**config.mk**
```make
export PLATFORM = sky130hd
export DESIGN_NAME = parity_guard_unit
export DESIGN_NICKNAME = d
export VERILOG_FILES = /design/src/rtl/parity_guard_unit.sv
export SDC_FILE = /design/constraint.sdc
export NUM_CORES = 1
export LEC_CHECK = 0
export CAP_MARGIN = 15
export CORE_ASPECT_RATIO = 0.6
export CORE_MARGIN = 4
export CORE_UTILIZATION = 34
export CTS_BUF_LIST = sky130_fd_sc_hd__clkbuf_8
export DETAILED_ROUTE_END_ITERATION = 16
export PLACE_DENSITY_LB_ADDON = 0.25
export SYNTH_ARGS = -nofsm -noshare
export SYNTH_HDL_FRONTEND = slang
export SYNTH_SLANG_ARGS = --single-unit
```
**constraint.sdc**
```tcl
create_clock -name clk -period 2.6 [get_ports clk]
set_clock_uncertainty 0.2 [all_clocks]
set_input_delay 0.52 -clock clk [delete_from_list [all_inputs] [get_ports clk]]
set_output_delay 0.52 -clock clk [all_outputs]
set_load 0.02 [all_outputs]
```
**src/rtl/parity_guard_unit.sv**
```systemverilog
// Single-bit parity guard for SRAM-style storage: combinational encode/check
// datapaths plus a sticky error flag and saturating error counter.
module parity_guard_unit #(
  parameter int DATA_WIDTH = 32,
  parameter int ODD_PARITY = 0,
  parameter int CNT_WIDTH  = 8
) (
  input  logic                  clk,
  input  logic                  reset,
  input  logic [DATA_WIDTH-1:0] enc_data_in,
  output logic [DATA_WIDTH:0]   enc_coded_out,
  input  logic [DATA_WIDTH:0]   chk_coded_in,
  input  logic                  chk_valid,
  output logic [DATA_WIDTH-1:0] chk_data_out,
  output logic                  chk_error,
  input  logic                  err_clear,
  output logic                  err_sticky,
  output logic [CNT_WIDTH-1:0]  err_count
);

  localparam logic ODD_BIT = (ODD_PARITY != 0);

  // Running XOR chains; seeding with ODD_BIT folds the parity sense in once.
  logic [DATA_WIDTH:0]   enc_chain;
  logic [DATA_WIDTH+1:0] chk_chain;

  assign enc_chain[0] = ODD_BIT;
  assign chk_chain[0] = ODD_BIT;

  generate
    for (genvar gi = 0; gi < DATA_WIDTH; gi++) begin : g_enc_xor
      assign enc_chain[gi+1] = enc_chain[gi] ^ enc_data_in[gi];
    end
    for (genvar gi = 0; gi <= DATA_WIDTH; gi++) begin : g_chk_xor
      assign chk_chain[gi+1] = chk_chain[gi] ^ chk_coded_in[gi];
    end
  endgenerate

  logic enc_parity;
  logic chk_syndrome;

  assign enc_parity    = enc_chain[DATA_WIDTH];
  assign enc_coded_out = {enc_data_in, enc_parity};

  assign chk_syndrome = chk_chain[DATA_WIDTH+1];
  assign chk_error    = chk_syndrome & chk_valid;
  assign chk_data_out = chk_coded_in[DATA_WIDTH:1];

  logic                 err_sticky_reg;
  logic                 err_sticky_next;
  logic [CNT_WIDTH-1:0] err_count_reg;
  logic [CNT_WIDTH-1:0] err_count_next;

  // Clear wins over a coincident error; the counter holds at all-ones.
  always_comb begin
    err_sticky_next = err_sticky_reg;
    err_count_next  = err_count_reg;
    if (err_clear) begin
      err_sticky_next = 1'b0;
      err_count_next  = '0;
    end else if (chk_error) begin
      err_sticky_next = 1'b1;
      if (err_count_reg != {CNT_WIDTH{1'b1}}) begin
        err_count_next = err_count_reg + CNT_WIDTH'(1);
      end
    end
  end

  always_ff @(posedge clk or negedge reset) begin
    if (!reset) begin
      err_sticky_reg <= 1'b0;
      err_count_reg  <= '0;
    end else begin
      err_sticky_reg <= err_sticky_next;
      err_count_reg  <= err_count_next;
    end
  end

  assign err_sticky = err_sticky_reg;
  assign err_count  = err_count_reg;

endmodule

```
; ---- Word-level counts from Yosys, hierarchy flattened
; Cells that the tools add are included.
[word_totals]
word_cells = 76
inputBits = 69
reg_bits = 9
output_inout_bits = 75
[classes]
n_reduce_logical = 3
addsub = 1
muxes = 5
n_bitwise = 64
n_eq_ne = 1
[ops]
columns = cell, n
row1 = $xor A1 B1 Y1, 63
row2 = $mux W8, 3
row3 = $add A8 B1 Y8 const B, 1
row4 = $ne A8 B8 Y1 const B, 1
row5 = $reduce_bool A2 Y1, 2
row6 = $mux W1, 2
row7 = $reduce_and A2 Y1, 1
row8 = $and A1 B1 Y1, 1

; ---- Longest topological paths before layout
[logic_depth]
word_depth = 35
mapped_depth = 7
mapped_depth_nobuf = 7

; ---- Worst setup path before layout
; No wires, ideal clock.
[synth_path]
path_type = in2out
from = input chk_coded_in[28]
to = output chk_error
arrival_time_ns = 1.969
stages = 7
path_slack_ns = -0.089
t_required_ns = 1.880
n_path_buf = 1
cell_sequence = xnor2_1 xnor2_1 xnor2_1 xnor3_1 buf_6 xnor2_1 and2_1
[synth_between]
elab_chain_len = 6
[synth_lines]
columns = item, line_no
row1 = "start, declared", 12  ; input logic [DATA_WIDTH:0] chk_coded_in,
row2 = $xor A1 B1 Y1 (5 in a row), 35  ; assign chk_chain[gi+1] = chk_chain[gi] ^ chk_coded_in[gi];
row3 = $and A1 B1 Y1, 46  ; assign chk_error = chk_syndrome & chk_valid;
row4 = "end, declared", 15  ; output logic chk_error,
; No other way between the ends.

; ---- Worst setup path after layout
[layout_path]
from = input chk_coded_in[16]
to = output chk_error
[layout_between]
elab_chain_len = 18
[layout_lines]
columns = item, line_no
row1 = $xor A1 B1 Y1 (17 in a row), 35
row2 = $and A1 B1 Y1, 46
; No other way between the ends.

==> results.py <==
metrics = {
    "synth": {
        "synthCells": 206,
        "ys_types": 27,
        "ys_ff_latch": 9,
        "ys_top_cells_by_count": "buf_4, xnor2_1, nand2_1",
        "yosysSeqAreaShare": 0.129,
        "syn_area_um2": 1750,
        "synth_flop_cell": "dfrtp_1",
        "yosys_warnings": 0,
        "synth_edf_count": 0,
        "yosys.area_share.simple": 0.128,
        "async_flop_share": 1.00,
        "synth_xor_area_frac": 0.335,
        "synth_top_family_by_area": "XOR/XNOR gates",
        "synth_compound_area_frac": 0.0229,
        "syn_nets": 276,
        "yosysMostFrequentCell": "buf_4",
        "synth.top_cells.by_area": "buf_4, xnor2_1, dfrtp_1",
        "synth.largest_area_cell": "buf_4",
        "synth_top_area_frac": 0.280,
        "synth_area_per_cell_um2": 8.47,
        "synthAdderAreaFrac": 0.00717,
        "synthMuxAreaShare": 0.0832,
    },
    "cells_and_area": {
        "largest_register_ffs": 8,
        "fin_cells": 366,
        "fill_cells": 419,
        "layout.nets": 374,
        "antenna_cells": 0,
        "area_delta_synth_final_pct": 75.6,
        "drive_above_1_share": 0.264,
        "final_area_um2": 3070,
    },
    "detailed_routing": {
        "drtPass1Iterations": 4,
        "drtIter0Drc": 60,
        "wl_per_cell_um": 13.9,
        "via_count": 1585,
        "ant_nets": 0,
        "drc": 0,
        "via_per_inst": 4.33,
        "routed_wl_mm": 5.09,
    },
    "clock_network": {
        "cts_tree": "built",
        "cts_root_buf": "clkbuf_8",
        "clk_latency_ns": 0.23,
        "cts_buffers": 3,
        "cts_hold_buffers": 0,
        "clk_pin_slew_ns": 0.05,
        "ctsHtreeMaxLevel": 1,
        "clock_tree.buffer_depth": 2,
        "clkSinkCount": 9,
    },
    "placement": {
        "io_buffers": 143,
        "dp.cells": 361,
        "place_hpwl_mm": 4.35,
        "place_congestion": 0.825,
        "placed_area_um2": 2880,
    },
    "global_route": {
        "grt_max_degree": 15,
        "antenna_found_initial": 0,
        "grt_util_all_layers": 0.158,
        "grt_pass1_wl_mm": 8.17,
        "grt_overflow": 0,
        "grt_pass1_vias": 1665,
    },
    "floorplan": {
        "die_h_um": 63.5,
        "start_util": 0.367,
        "pin_count": 144,
        "coreArea_um2": 4750,
        "num_rows": 19,
        "fp.dieArea_um2": 6380,
        "die_x_um": 101,
    },
    "outcome": {
        "violations": "setup timing",
        "status": "complete, but fails checks",
    },
    "timing": {
        "maxClockFrequency_mhz": 364,
        "setup_viol_count_final": 1,
        "min_period_over_period": 1.06,
        "layout_min_cycle_time_ns": 2.74,
        "worst_slack_ns": -0.144,
        "final_hold_viol_count": 0,
        "slew_headroom": 0.660,
        "rsz0062_at_grt": "yes",
        "slew_viol_final": 0,
        "tightest_slew_ns": 0.508,
    },
    "setup_path": {
        "worstSetupPathType": "input port to output port",
        "cp.required_ns": 1.88,
        "cp.arrival_ns": 2.02,
        "rr_worst_depth": 6,
        "critPathLaunch": "chk_coded_in[16]",
        "endpoint": "chk_error",
        "cp-end-kind": "output port",
        "r2r_setup_slack_ns": 0.55,
        "worstSetupStartpointType": "input port",
        "r2r_end": "err_count[5]",
        "r2r_start": "err_count[5]",
        "cp_max_fo": 2,
    },
    "pwr": {
        "p_per_area_nw_per_um2": 516,
        "cellLeakagePower_uw": 0.00138,
        "vdd_ir_drop_max_v": 0.000287,
    },
    "flow_run": {
        "maxCapViolCount": 0,
    },
    "min_path": {
        "min_path_type": "register to register",
    },
}
==> metrics by stage <==
step / utilization / setup WS, ns / power [uW] / hold slack (ns) / setup TNS (ns)
finish: 0.645 / -0.144 / 1580 / 0.306 / -0.144
global placement: 0.606 / -1.11 / 1400 / 0.292 / -6.09
floorplan: - / 0.0114 / 979 / 0.0244 / 0
detailed placement: 0.606 / -1.08 / 1410 / 0.300 / -5.87
CTS: 0.629 / -0.199 / 1580 / 0.310 / -0.199
global route: 0.645 / -0.214 / 1680 / 0.378 / -0.214
==> worst min-delay path by stage <==
| stage | cells past startpoint | start | slack [ns] | endpoint |
|---|---|---|---|---|
| after detailed placement | 1 | err_sticky | 0.30 | err_sticky |
| after global routing | 1 | err_sticky | 0.38 | err_sticky |
| after floorplan | 0 | reset | 0.02 | err_count[0] |
| final | 1 | err_sticky | 0.31 | err_sticky |
| after global placement | 1 | err_sticky | 0.29 | err_sticky |
| after CTS | 1 | err_sticky | 0.31 | err_sticky |
==> cells by family after synthesis <==
group	after synthesis
fa+ha+maj	1
buf+inv	70
flops	9
mux	13
simple gates	46
xor+xnor	62
compound gates	5
==> cell usage in the layout, fill, tap and decap left out, types with 2 or more instances in the layout <==
master           instances
buf_2                    8
nand3_1                  3
clkdlybuf4s50_1         76
buf_6                   12
and4_1                   2
xnor2_1                 31
xnor2_4                  2
nand2_1                 15
clkdlybuf4s15_2          2
dfrtp_1                  9
xnor3_2                  2
mux2_4                   2
clkdlybuf4s15_1          7
xnor2_2                 22
and2_1                   2
dlygate4sd2_1           33
mux2_2                   4
clkbuf_8                 3
nor2b_1                  6
inv_1                    4
xor2_1                   4
clkbuf_2                 2
nor2_1                  13
mux2i_1                  7
buf_4                   18
and3_1                   2
==> metal layers <==
layer	GRT usage	wire, um	vias to the layer above
li1	-	-	791
met1	0.197	2100	709
met2	0.271	2400	83
met3	0.0463	561	2
met4	0.0303	25	0
met5	0	0	-
==> area by class of cell <==
| type | instances | area, um2 | share of cell area |
|---|---|---|---|
| timing repair buffer | 160 | 1490 | 0.486 |
| sequential | 9 | 225 | 0.0735 |
| clock inverter | 1 | 3.75 | 0.00122 |
| inverter | 3 | 11.3 | 0.00367 |
| multi-input combinational | 127 | 1210 | 0.396 |
| tap | 63 | 78.8 | 0.0257 |
| clock buffer | 3 | 41.3 | 0.0135 |
==> timing repair <==
action / CTS / global route
gates cloned: 0 / 0
resized for setup: 154 / 46
buffers inserted: 1 / 0
hold endpoints to repair: 0 / 0
endpoints found under the setup margin: 10 / 7
pin swaps: 58 / 16
==> worst max-delay path, stage by stage <==
cell	delay, ns
dlygate4sd2_1	0.27
xnor2_2	0.19
xnor2_2	0.15
xor3_1	0.39
xnor2_2	0.21
and2_4	0.17
buf_6	0.11
==> report_power, final <==
| part | internal (uW) | leakage, uW | total [uW] | switching [uW] |
|---|---|---|---|---|
| Clock | 103 | 0.0000269 | 162 | 58.4 |
| Sequential | 158 | 0.000124 | 175 | 17.0 |
| Combinational | 684 | 0.00123 | 1240 | 561 |
| Total | 946 | 0.00138 | 1580 | 636 |
Power figures use the tool's default switching activity.
